==> src/rtl/if_stage_if.sv <==
// Instruction SRAM port between the fetch stage and the synchronous
// instruction memory. The fetch stage is the master: it presents an address
// and enable, and the memory answers with read data one cycle later.
interface if_stage_if;
  logic        en;     // read enable
  logic [3:0]  wen;    // byte write enables (fetch never writes)
  logic [31:0] addr;   // fetch address
  logic [31:0] wdata;  // write data (fetch never writes)
  logic [31:0] rdata;  // word for the address presented on the previous cycle

  modport master (
    output en,
    output wen,
    output addr,
    output wdata,
    input  rdata
  );

  modport slave (
    input  en,
    input  wen,
    input  addr,
    input  wdata,
    output rdata
  );
endinterface

==> src/rtl/if_stage.sv <==
// Instruction-fetch stage with the IF/ID slot.
//
// The stage owns the PC of the instruction sitting in ID (pc_reg) and drives
// the synchronous instruction SRAM with the address of the instruction that
// will occupy ID on the next cycle (nextpc). Because the SRAM answers one
// cycle later, the word on rdata always belongs to pc_reg, except while the
// stage is stalled and the SRAM is idle; then a one-entry buffer keeps the
// captured word so ID sees a stable instruction.
//
// MIPS delay slots: a taken branch resolved in ID does not redirect at once.
// Its target is parked in a pending register, the sequential instruction
// (the delay slot) is fetched first, and the following advance consumes the
// target. A second taken branch in the delay slot is ignored.
//
// Exceptions and eret redirect immediately, override a stall and flush the
// pending target, the stall buffer and the delay-slot flag.
module if_stage #(
  parameter logic [31:0] RESET_PC   = 32'hBFC0_0000,
  parameter logic [31:0] EXC_VECTOR = 32'hBFC0_0380
) (
  input  logic        clk,
  input  logic        resetn,
  input  logic        stall_i,
  input  logic        exc_i,
  input  logic        eret_i,
  input  logic [31:0] epc_i,
  input  logic        branch_taken_i,
  input  logic [31:0] branch_target_i,
  input  logic        id_is_branch_i,
  if_stage_if.master  inst_sram,
  output logic        id_valid,
  output logic [31:0] id_pc,
  output logic [31:0] id_inst,
  output logic [31:0] id_pc_plus8,
  output logic        id_is_ds,
  output logic        id_adel
);

  // ID slot state
  logic [31:0] pc_reg;        // PC of the instruction in ID
  logic        valid_reg;     // ID slot holds a real instruction
  logic        ds_reg;        // ID instruction sits in a delay slot

  // delayed branch target waiting for its delay slot to pass
  logic        pend_v_reg;
  logic [31:0] pend_tgt_reg;

  // instruction word held while the SRAM is idle during a stall
  logic        buf_v_reg;
  logic [31:0] buf_inst_reg;

  // next-state helpers
  logic        redirect;        // exception or eret this cycle
  logic        hold;            // ID slot keeps its contents
  logic        use_pend;        // this advance consumes the pending target
  logic        take_branch;     // this advance records a new pending target
  logic [31:0] pc_plus4;
  logic [31:0] nextpc;
  logic        next_misaligned; // fetch address is not word aligned
  logic        id_misaligned;   // ID PC is not word aligned

  assign redirect = exc_i | eret_i;

  // A stall only holds the slot once it is filled; an empty slot after reset
  // always refetches, and redirects always win.
  assign hold = valid_reg & stall_i & ~redirect;

  assign use_pend = valid_reg & ~stall_i & ~redirect & pend_v_reg;

  // A branch in the delay slot of another branch (pend_v_reg set) is ignored.
  assign take_branch = ~stall_i & ~redirect & ~pend_v_reg & branch_taken_i;

  assign pc_plus4 = pc_reg + 32'd4;

  // Choose the address of the instruction that will occupy ID next cycle.
  always_comb begin
    nextpc = pc_plus4;
    if (exc_i) begin
      nextpc = EXC_VECTOR;
    end else if (eret_i) begin
      nextpc = epc_i;
    end else if (!valid_reg) begin
      nextpc = pc_reg;
    end else if (stall_i) begin
      nextpc = pc_reg;
    end else if (pend_v_reg) begin
      nextpc = pend_tgt_reg;
    end
  end

  assign next_misaligned = (nextpc[1:0] != 2'b00);

  // No read while holding, and never for a misaligned address; that fetch
  // turns into a fetch-ADEL bubble in ID instead.
  assign inst_sram.en    = resetn & ~hold & ~next_misaligned;
  assign inst_sram.addr  = resetn ? nextpc : RESET_PC;
  assign inst_sram.wen   = 4'b0000;
  assign inst_sram.wdata = 32'h0000_0000;

  // Advance the ID slot to nextpc on every cycle that is not a hold.
  always_ff @(posedge clk or negedge resetn) begin
    if (!resetn) begin
      pc_reg    <= RESET_PC;
      valid_reg <= 1'b0;
    end else if (!hold) begin
      pc_reg    <= nextpc;
      valid_reg <= 1'b1;
    end
  end

  // Record a taken branch's target, and drop it once the delay slot is past.
  always_ff @(posedge clk or negedge resetn) begin
    if (!resetn) begin
      pend_v_reg   <= 1'b0;
      pend_tgt_reg <= 32'h0000_0000;
    end else if (redirect) begin
      pend_v_reg   <= 1'b0;
    end else if (use_pend) begin
      pend_v_reg   <= 1'b0;
    end else if (take_branch) begin
      pend_v_reg   <= 1'b1;
      pend_tgt_reg <= branch_target_i;
    end
  end

  // Capture the SRAM word on the first held cycle; release it on advance.
  always_ff @(posedge clk or negedge resetn) begin
    if (!resetn) begin
      buf_v_reg    <= 1'b0;
      buf_inst_reg <= 32'h0000_0000;
    end else if (!hold) begin
      buf_v_reg    <= 1'b0;
    end else if (!buf_v_reg) begin
      buf_v_reg    <= 1'b1;
      buf_inst_reg <= inst_sram.rdata;
    end
  end

  // The instruction entering ID is a delay slot if the one leaving was a branch.
  always_ff @(posedge clk or negedge resetn) begin
    if (!resetn) begin
      ds_reg <= 1'b0;
    end else if (redirect) begin
      ds_reg <= 1'b0;
    end else if (!hold) begin
      ds_reg <= id_is_branch_i & valid_reg;
    end
  end

  assign id_misaligned = (pc_reg[1:0] != 2'b00);

  assign id_valid    = valid_reg;
  assign id_pc       = pc_reg;
  assign id_pc_plus8 = pc_reg + 32'd8;
  assign id_is_ds    = ds_reg;
  assign id_adel     = valid_reg & id_misaligned;

  // Bubbles and misaligned fetches present a nop to the decoder.
  always_comb begin
    id_inst = 32'h0000_0000;
    if (valid_reg && !id_misaligned) begin
      id_inst = buf_v_reg ? buf_inst_reg : inst_sram.rdata;
    end
  end

endmodule

==> src/flat_wrapper.sv <==
// flat-port wrapper written by rule: the top's interface ports become plain ports
module if_stage_flat 
#(
  parameter logic [31:0] RESET_PC   = 32'hBFC0_0000,
  parameter logic [31:0] EXC_VECTOR = 32'hBFC0_0380
)
  (clk, resetn, stall_i, exc_i, eret_i, epc_i, branch_taken_i, branch_target_i, id_is_branch_i, id_valid, id_pc, id_inst, id_pc_plus8, id_is_ds, id_adel, inst_sram_en, inst_sram_wen, inst_sram_addr, inst_sram_wdata, inst_sram_rdata);
  if_stage_if inst_sram_i ();
  input  logic clk;
  input  logic resetn;
  input  logic stall_i;
  input  logic exc_i;
  input  logic eret_i;
  input  logic [31:0] epc_i;
  input  logic branch_taken_i;
  input  logic [31:0] branch_target_i;
  input  logic id_is_branch_i;
  output logic id_valid;
  output logic [31:0] id_pc;
  output logic [31:0] id_inst;
  output logic [31:0] id_pc_plus8;
  output logic id_is_ds;
  output logic id_adel;
  output wire logic [$bits(inst_sram_i.en)-1:0] inst_sram_en;
  output wire logic [$bits(inst_sram_i.wen)-1:0] inst_sram_wen;
  output wire logic [$bits(inst_sram_i.addr)-1:0] inst_sram_addr;
  output wire logic [$bits(inst_sram_i.wdata)-1:0] inst_sram_wdata;
  input wire logic [$bits(inst_sram_i.rdata)-1:0] inst_sram_rdata;
  assign inst_sram_en = inst_sram_i.en;
  assign inst_sram_wen = inst_sram_i.wen;
  assign inst_sram_addr = inst_sram_i.addr;
  assign inst_sram_wdata = inst_sram_i.wdata;
  assign inst_sram_i.rdata = inst_sram_rdata;
  if_stage #(.RESET_PC(RESET_PC), .EXC_VECTOR(EXC_VECTOR)) u_core (.clk(clk), .resetn(resetn), .stall_i(stall_i), .exc_i(exc_i), .eret_i(eret_i), .epc_i(epc_i), .branch_taken_i(branch_taken_i), .branch_target_i(branch_target_i), .id_is_branch_i(id_is_branch_i), .inst_sram(inst_sram_i), .id_valid(id_valid), .id_pc(id_pc), .id_inst(id_inst), .id_pc_plus8(id_pc_plus8), .id_is_ds(id_is_ds), .id_adel(id_adel));
endmodule
==> config.mk <==
export PLATFORM = sky130hd
export DESIGN_NAME = if_stage_flat
export DESIGN_NICKNAME = d
export VERILOG_FILES = /design/src/rtl/if_stage_if.sv /design/src/rtl/if_stage.sv /design/src/flat_wrapper.sv
export SDC_FILE = /design/constraint.sdc
export NUM_CORES = 1
export LEC_CHECK = 0
export BUFFER_PORTS_ARGS = -buffer_cell sky130_fd_sc_hd__buf_2
export CAP_MARGIN = 20
export CORE_ASPECT_RATIO = 2
export CORE_UTILIZATION = 40
export CTS_BUF_LIST = sky130_fd_sc_hd__clkbuf_8 sky130_fd_sc_hd__clkbuf_16
export CTS_CLUSTER_DIAMETER = 120
export DETAILED_ROUTE_END_ITERATION = 8
export GPL_TIMING_DRIVEN = 0
export PLACE_DENSITY = 0.7
export SLEW_MARGIN = 40
export SYNTH_ARGS = -nofsm -noshare
export SYNTH_HDL_FRONTEND = slang
export SYNTH_SLANG_ARGS = --single-unit
==> constraint.sdc <==
create_clock -name clk -period 7.7 [get_ports clk]
set_clock_uncertainty 0.2 [all_clocks]
set_input_delay 2.31 -clock clk [delete_from_list [all_inputs] [get_ports clk]]
set_output_delay 2.31 -clock clk [all_outputs]
set_load 0.005 [all_outputs]
==> results of run 1 <==
[worst register-to-register path, delay by kind of cell, from the launching register on]
family / cells / cell delay [ps]
AND/OR/NAND/NOR: 3 / 1020
flip-flops: 1 / 540
multiplexers: 1 / 410
AO/OA/AOI/OAI: 1 / 330
buffers and inverters: 1 / 300
adder cells (fa/ha/maj): 1 / 210
[cell type report]
class / count / area, sq um
multi-input cells: 552 / 3770
clock inverters: 6 / 56.3
well taps: 204 / 255
diodes: 1 / 2.50
fillers: 1580 / 7720
flip-flops and latches: 100 / 2510
inverters: 15 / 56.3
plain buffers: 99 / 531
repair buffers: 234 / 1200
clock buffers: 10 / 239
[stage by stage]
stage | hold slack, ps | cells | power, mW | util, % | TNS [ps]
6_report | 305 | 1221 | 1.50 | 52.8 | 0
3_5_place_dp | 288 | 1204 | 1.04 | 51.0 | 0
2_1_floorplan | 271 | 766 | 0.882 | - | 0
5_1_grt | 317 | 1221 | 1.57 | 52.8 | 0
4_1_cts | 305 | 1220 | 1.50 | 52.8 | 0
3_3_place_gp | 286 | 1203 | 1.03 | 50.6 | -8490
[power breakdown]
part | switching [mW] | internal [mW] | total [mW]
Combinational | 0.177 | 0.177 | 0.353
Clock | 0.231 | 0.235 | 0.467
Sequential | 0.0608 | 0.617 | 0.677
Total | 0.469 | 1.03 | 1.50
[layer usage]
layer | GRT usage (%) | part of all wire, % | up-vias
met4 | 21.5 | 7.0 | 0
met1 | 30.5 | 35 | 3209
met2 | 50.5 | 52 | 360
met3 | 4.68 | 6.6 | 92
li1 | - | - | 3101
met5 | 0 | 0 | -
[worst max-delay path by stage]
stage / startpoint / to
floorplan: stall_i / inst_sram_addr[15]
global placement: resetn / inst_sram_addr[24]
detailed placement: stall_i / inst_sram_addr[30]
CTS: stall_i / inst_sram_addr[30]
global route: stall_i / inst_sram_addr[30]
finish: stall_i / inst_sram_addr[30]
[synth_stat cells, drive strengths merged (7+ instances only)]
master / number
nand4: 15
nand3: 20
clkbuf: 46
nor3: 28
buf: 53
o21ai: 19
inv: 15
xor2: 10
nor2: 82
a311oi: 8
mux2: 65
and2: 19
nand2: 39
mux2i: 40
and3: 7
nor4: 10
dfrtp: 91
dfstp: 9
a21oi: 19
a211oi: 11
xnor2: 17
nor2b: 9
[logic make-up (layout without fill, tap and decap cells)]
| family | count (synthesis) | count (layout) | share of synthesized area, % |
|---|---|---|---|
| AND/OR/NAND/NOR | 265 | 265 | 20.5 |
| AO/OA/AOI/OAI | 115 | 115 | 12.4 |
| buffers and inverters | 114 | 364 | 8.69 |
| multiplexers | 105 | 105 | 16.8 |
| flip-flops | 100 | 100 | 37.4 |
| XOR/XNOR | 27 | 27 | 3.52 |
| adder cells (fa/ha/maj) | 3 | 3 | 0.558 |
| other | 2 | 38 | 0.112 |
==> reports/results.ini, run 1 <==
[critical_path]
crit_type = input pin to primary output
worstPathArrival_ps = 5010
r2r_cells = 7
timing.critical_path.depth = 10
r2r-end = u_core.id_pc[19]
r2r-start = u_core.id_pc[4]
critPathLaunchType = input pin
path_cells = buf_2, nand2b_1, clkbuf_1, clkbuf_2, buf_1, nor3_1, nor3_1, a21oi_1, nor3_1, buf_2
worst-path-max-fanout = 10
crit_family = buffers and inverters
slowest_stage = buf_1
ff2ff_setup_slack_ps = 4550
crit_buf_inv = 5
required_ps = 5190
crit_top_cell = nor3_1
max_stage_delay_ps = 540
critPathCaptureType = primary output

[route]
remaining_drc_errors = 0
vias_per_cell = 5.54
wl_um = 25000
vias = 6762
ant_nets = 0
dr.first_iter.drc_count = 518
drt-pass1-iter-count = 7
wl_per_cell_um = 20.5

[synth]
synth_edf_count = 0
yosys.area.top_type = dfrtp_1
syn_avg_cell_area_sq_um = 9.20
synthTopCellsByArea = dfrtp_1 34%, mux2_2 11%, mux2i_1 6.0%
synthFlopType = dfrtp_1
synth_area_sq_um = 6720
seq_area_frac_synth_pct = 37.4
yosys_warnings = 0
ys_seq_elements = 100
syn-instance-count = 731
synthDistinctLibCells = 69
async_flop_share_pct = 100
synth_top_area_share_pct = 33.9

[worst_hold_path]
min_path_cells = 1
hold_start = u_core.pend_tgt_reg[0]
hold_class = flop to flop
whs_endpoint = u_core.pend_tgt_reg[0]

[power_and_ir_drop]
ir_worst_vdd_uv = 162
p_per_area_nw_per_um2 = 173
p_leak_nw = 4.01

[clock_network]
cts.htree.levels = 3
hold_buffers = 0
numCtsBuffers = 9
ctsRootBufferMaster = clkbuf_16
cts_tree = yes
clk_transition_reported_paths_ps = 70
post-cts-setup-buffer-count = 0
cts_max_path_buffers = 2
cts_resized = 0
clk_latency_ps = 350
cts_sinks = 100

[grt]
grt_max_degree = 71
grt_pass1_vias = 6729
overflow = 0
grt_util_all_layers_pct = 28.9
grt_pass1_wl_um = 37100
antenna_found_initial = 1

[floorplan]
core_area_sq_um = 16400
dieArea_sq_um = 17400
start_util_pct = 41.1
num_rows = 66
die_w_um = 93.7
die_y_um = 185
io_pins = 271

[timing]
finalWorstSetupSlack_ps = 178
fmax_ghz = 0.133
hold_violations = 0
timing.final.crit_share_pct = 97.7
drv_slew = 0
worst_pin_slew_ps = 912
max_slew_margin_pct = 38.7
finalCriticalPeriod_ps = 7520
setup_viol = 0
rsz0062_at_grt = false

[placed_design]
dpl-instance-area_sq_um = 8330
place_congestion = 0.974
dpl.hpwl_um = 19300
io_buffers = 233
dp_slack_ps = 124

[job]
drv_cap = 0

[cells_and_area]
final_cell_mix = 236 x buf_2, 91 x dfrtp_1, 82 x nor2_1, 65 x mux2_2, 44 x clkbuf_1
layout_commonest_cell = buf_2
final_layout_size_suffix_gt1_share_pct = 38.3
area_growth_pct = 28.4
final_cell_area_sq_um = 8630
layout.nets = 1117

[status]
outcome = finished clean

Power figures use the tool's default switching activity.
==> run 2: changes to the inputs <==
--- a/config.mk
+++ b/config.mk
@@ -5,7 +5,7 @@
 export SDC_FILE = /design/constraint.sdc
 export NUM_CORES = 1
 export LEC_CHECK = 0
-export BUFFER_PORTS_ARGS = -buffer_cell sky130_fd_sc_hd__buf_2
+export BUFFER_PORTS_ARGS = -buffer_cell sky130_fd_sc_hd__buf_4
 export CAP_MARGIN = 20
 export CORE_ASPECT_RATIO = 2
 export CORE_UTILIZATION = 40
==> run 2 against run 1 <==
Worst setup slack got worse by 87 ps. Cell count hardly changed. Sequential share of layout area decreased by 1.8 points. Via count about the same. Global-route usage is 0.89 points higher. Non-clock buffer count unchanged. Largest cell class unchanged. Largest power group unchanged. Highest routed layer unchanged.
==> reports/results.ini, run 2 (synthesis gave the netlist of run 1 again) <==
[power_and_ir_drop]
swShare_pct = 31.4
ir_worst_vdd_uv = 129
clkPwrFrac_pct = 30.5
p_per_area_nw_per_um2 = 168
internal_power_mw = 1.06
p_leak_nw = 4.17
p_switching_mw = 0.484
p_comb_share_pct = 25.4
pwr-share-seq_pct = 44.1

[critical_path]
worst-path-max-fanout = 10
slowest_stage = buf_1
required_ps = 5190
max_stage_delay_ps = 580
critPathLaunchType = input pin
crit_type = input pin to primary output
worstPathArrival_ps = 5100
crit_top_cell = nor3_1
critPathCaptureType = primary output
path_cells = buf_4, nand2b_1, clkbuf_1, buf_1, buf_1, nor3_1, nor3_1, a21oi_1, nor3_1, buf_4

[floorplan]
start_util_pct = 41.1
num_rows = 66
die_y_um = 185
dieArea_sq_um = 17400
core_area_sq_um = 16400
die_w_um = 93.7
io_pins = 271

[cells_and_area]
final_layout_size_suffix_gt1_share_pct = 38.2
num_antenna_cells = 0
final_cell_area_sq_um = 9210
final_cell_mix = 272 x buf_4, 91 x dfrtp_1, 82 x nor2_1, 65 x mux2_2, 44 x clkbuf_1
layout.nets = 1117
area_growth_pct = 37.0
layout_commonest_cell = buf_4

[clock_network]
clk_latency_ps = 360
clk_transition_reported_paths_ps = 80
ctsRootBufferMaster = clkbuf_16
cts_resized = 0
post-cts-setup-buffer-count = 0
cts_tree = yes
cts_sinks = 100
cts.htree.levels = 3
cts_max_path_buffers = 2
hold_buffers = 0
numCtsBuffers = 9

[placed_design]
place_congestion = 0.950
dpl.hpwl_um = 19700
io_buffers = 233
dpl-instance-area_sq_um = 8890

[route]
wl_um = 25500
wl_per_cell_um = 20.9
dr.first_iter.drc_count = 491
drt-pass1-iter-count = 5
vias_per_cell = 5.54
remaining_drc_errors = 0
ant_nets = 0
vias = 6764

[timing]
tns_ps = 0
rsz0062_at_grt = false
worst_pin_slew_ps = 920
max_slew_margin_pct = 38.1
fmax_ghz = 0.131
drv_slew = 0
setup_viol = 0
timing.final.crit_share_pct = 98.8
finalCriticalPeriod_ps = 7610
hold_violations = 0

[grt]
grt_util_all_layers_pct = 29.8
grt_max_degree = 102
antenna_found_initial = 0
overflow = 0
grt_pass1_wl_um = 38000
grt_pass1_vias = 6739

[status]
outcome = finished clean

[job]
drv_cap = 0

[worst_hold_path]
hold_class = flop to flop

## run 2: changes by cell type in the layout (fill, tap and decap cells not counted)
cell | before | now
buf_2 | 236 | 4
buf_4 | 40 | 272
inv_1 | 15 | 16
clkbuf_2 | 3 | 2
buf_1 | 8 | 9
diode_2 | 1 | 0
nor4_2 | 2 | 3
nor4_1 | 8 | 7
clkinv_8 | 0 | 1
clkinv_4 | 3 | 1
inv_6 | 0 | 2
clkinvlp_4 | 1 | 0
clkbuf_8 | 1 | 0
## run 2: power by group through the flow
stage	Sequential, mW	Combinational (mW)	Clock, mW
6_report	0.681	0.393	0.470
5_1_grt	0.692	0.427	0.489
4_1_cts	0.679	0.391	0.474
3_5_place_dp	0.689	0.390	0
3_3_place_gp	0.684	0.382	0
2_1_floorplan	0.667	0.215	0
## run 2: final cells by class
| type | instances | area (sq um) |
|---|---|---|
| fill | 1575 | 7140 |
| multi-input combinational | 552 | 3780 |
| sequential | 100 | 2510 |
| timing repair buffer | 234 | 1780 |
| buffer | 99 | 529 |
| tap | 204 | 255 |
| clock buffer | 9 | 225 |
| clock inverter | 7 | 68.8 |
| inverter | 15 | 56.3 |
## run 2: worst max-delay path, delay by kind of cell
| family | cells | cell delay, ps |
|---|---|---|
| AO/OA/AOI/OAI | 1 | 80 |
| AND/OR/NAND/NOR | 4 | 710 |
| buffers and inverters | 5 | 1980 |
## run 2: layer usage
| layer | global-route usage (%) | vias up | part of all wire [%] | routed length, um |
|---|---|---|---|---|
| li1 | - | 3089 | - | - |
| met2 | 52.8 | 394 | 53 | 13600 |
| met5 | 0 | - | 0 | 0 |
| met4 | 21.0 | 0 | 6.8 | 1730 |
| met1 | 30.9 | 3190 | 32 | 8240 |
| met3 | 5.42 | 91 | 7.6 | 1930 |
## run 2: worst paths after layout
kind                                         start                      end  slack, ps  cells after the start
setup / recovery                           stall_i       inst_sram_addr[30]         90                     10
hold / removal             u_core.pend_tgt_reg[26]  u_core.pend_tgt_reg[26]        300                      1
setup reg to reg                   u_core.id_pc[4]         u_core.id_pc[19]       4480                      7
hold reg to reg            u_core.pend_tgt_reg[26]  u_core.pend_tgt_reg[26]        300                      1
max in group asynchronous                   resetn         u_core.id_pc[28]       5020                      2
min in group asynchronous                   resetn  u_core.buf_inst_reg[28]       1600                      1
## run 2: stage by stage
step | worst slack, ps | total power [mW] | hold WS, ps | std cells | util, %
CTS | 197 | 1.54 | 304 | 1219 | 56.1
floorplan | 1510 | 0.882 | 271 | 766 | -
global placement | 66.8 | 1.07 | 284 | 1203 | 54.2
detailed placement | 203 | 1.08 | 286 | 1203 | 54.3
global route | 32.6 | 1.61 | 324 | 1220 | 56.4
finish | 91.4 | 1.54 | 303 | 1220 | 56.4
==> run 3: changes to the inputs <==
--- a/config.mk
+++ b/config.mk
@@ -8,12 +8,14 @@
 export BUFFER_PORTS_ARGS = -buffer_cell sky130_fd_sc_hd__buf_4
 export CAP_MARGIN = 20
 export CORE_ASPECT_RATIO = 2
-export CORE_UTILIZATION = 40
+export CORE_UTILIZATION = 45
 export CTS_BUF_LIST = sky130_fd_sc_hd__clkbuf_8 sky130_fd_sc_hd__clkbuf_16
 export CTS_CLUSTER_DIAMETER = 120
+export CTS_CLUSTER_SIZE = 10
 export DETAILED_ROUTE_END_ITERATION = 8
 export GPL_TIMING_DRIVEN = 0
-export PLACE_DENSITY = 0.7
+export PLACE_DENSITY = 0.77
+export RECOVER_POWER = 25
 export SLEW_MARGIN = 40
 export SYNTH_ARGS = -nofsm -noshare
 export SYNTH_HDL_FRONTEND = slang
==> run 3 against run 2 <==
The run now ends with capacitance limit, slew limit left. Largest cell class unchanged. Largest power group unchanged. Fmax is 1.5% higher. Final area decreased by 0.49%. Cell count fell by 0.98%. Sequential cell count is the same. Core utilization rose by 6.9 points. Clock power increased by 0.9%. Die area decreased by 11%. Non-clock buffer count stayed put. Critical endpoint unchanged.
==> reports/results.ini, run 3 (synthesis gave the netlist of run 1 again) <==
[status]
outcome = finished, violations left
violations = capacitance limit, slew limit

[power_and_ir_drop]
p_leak_nw = 4.15
p_switching_mw = 0.488
p_comb_share_pct = 25.4
power_mw = 1.55
internal_power_mw = 1.06
clkPwrFrac_pct = 30.6
swShare_pct = 31.6
pwr-share-seq_pct = 44.0
p_per_area_nw_per_um2 = 169
ir_worst_vdd_uv = 118

[cells_and_area]
area_growth_pct = 36.4
post-route-util_pct = 63.2
final_layout_size_suffix_gt1_share_pct = 37.9
layout_commonest_cell = buf_4
num_antenna_cells = 0
final_cells = 1208
final_cell_area_sq_um = 9170
final_cell_mix = 272 x buf_4, 91 x dfrtp_1, 82 x nor2_1, 65 x mux2_2, 46 x clkbuf_1
layout.nets = 1117

[critical_path]
worst-path-max-fanout = 10
crit_top_cell = nor3_1
crit_type = input pin to primary output
max_stage_delay_ps = 540
slowest_stage = buf_1
required_ps = 5190
critPathLaunchType = input pin
critPathCaptureType = primary output
path_cells = buf_4, nand2b_1, clkbuf_1, buf_1, buf_1, nor3_1, nor3_1, a21oi_1, nor3_1, buf_4
worstPathArrival_ps = 4990

[grt]
antenna_found_initial = 0
grt_pass1_wl_um = 37700
grt_pass1_vias = 6794
grt_util_all_layers_pct = 33.2
overflow = 0
grt_max_degree = 102

[clock_network]
cts_resized = 0
cts.htree.levels = 3
ctsRootBufferMaster = clkbuf_16
hold_buffers = 0
cts_max_path_buffers = 2
cts_sinks = 100
cts_tree = yes
post-cts-setup-buffer-count = 0
clk_latency_ps = 360
numCtsBuffers = 9
clk_transition_reported_paths_ps = 80

[route]
wl_per_cell_um = 21.3
vias_per_cell = 5.68
wl_um = 25700
ant_nets = 0
drt-pass1-iter-count = 8
remaining_drc_errors = 0
dr.first_iter.drc_count = 695
vias = 6864

[timing]
worst_pin_slew_ps = 3730
worst_hold_slack_ps = 309
hold_violations = 0
finalCriticalPeriod_ps = 7500
max_slew_margin_pct = -149
rsz0062_at_grt = false
tns_ps = 0
timing.final.crit_share_pct = 97.4
finalWorstSetupSlack_ps = 204
setup_viol = 0
fmax_ghz = 0.133
drv_slew = 68

[worst_hold_path]
hold_class = flop to flop

[floorplan]
dieArea_sq_um = 15500
start_util_pct = 46.4
die_y_um = 175
die_w_um = 88.4
io_pins = 271
num_rows = 62
core_area_sq_um = 14500

[placed_design]
dpl-instance-area_sq_um = 8860
dp.cells = 1191
dpl.hpwl_um = 19700
place_congestion = 0.967
io_buffers = 233
dp_slack_ps = 297

[job]
drv_cap = 1

[run 3: changes by cell type in the layout (fill, tap and decap cells not counted)]
cell / before / now
nor3_1: 27 / 28
clkbuf_2: 2 / 1
clkbuf_1: 44 / 46
buf_16: 1 / 0
nor3_2: 1 / 0
[run 3: final cells by class]
class | instances | area, sq um
fillers | 1297 | 5340
clock inverters | 7 | 68.8
clock buffers | 9 | 225
multi-input cells | 552 | 3780
inverters | 15 | 56.3
plain buffers | 99 | 528
flip-flops and latches | 100 | 2510
well taps | 192 | 240
repair buffers | 234 | 1760
[run 3: worst paths after layout]
path	from	endpoint	slack [ps]	cells past startpoint
min in group asynchronous	resetn	u_core.pend_tgt_reg[15]	1600	1
hold / removal	u_core.pend_tgt_reg[13]	u_core.pend_tgt_reg[13]	310	1
setup reg to reg	u_core.id_valid	u_core.id_pc[26]	4590	8
max in group asynchronous	resetn	u_core.id_pc[8]	1850	2
hold reg to reg	u_core.pend_tgt_reg[13]	u_core.pend_tgt_reg[13]	310	1
setup / recovery	stall_i	inst_sram_addr[30]	200	10
[run 3: power groups by stage]
stage / registers [mW] / logic (mW) / clock network [mW]
final: 0.680 / 0.393 / 0.474
after floorplan: 0.667 / 0.215 / 0
after CTS: 0.677 / 0.391 / 0.477
after detailed placement: 0.687 / 0.389 / 0
after global placement: 0.682 / 0.383 / 0
after global routing: 0.689 / 0.424 / 0.490
[run 3: critical path: cells and delay by family]
family / cells / cell delay (ps)
buffers and inverters: 5 / 1900
and+or+nand+nor: 4 / 690
AOI/OAI and AO/OA: 1 / 80
[run 3: routing by layer]
metal  global-route usage [%]  share of wire, %
met4                     21.2               6.5
met1                     34.2                33
met3                     4.35               6.7
met5                        0                 0
met2                     60.6                54
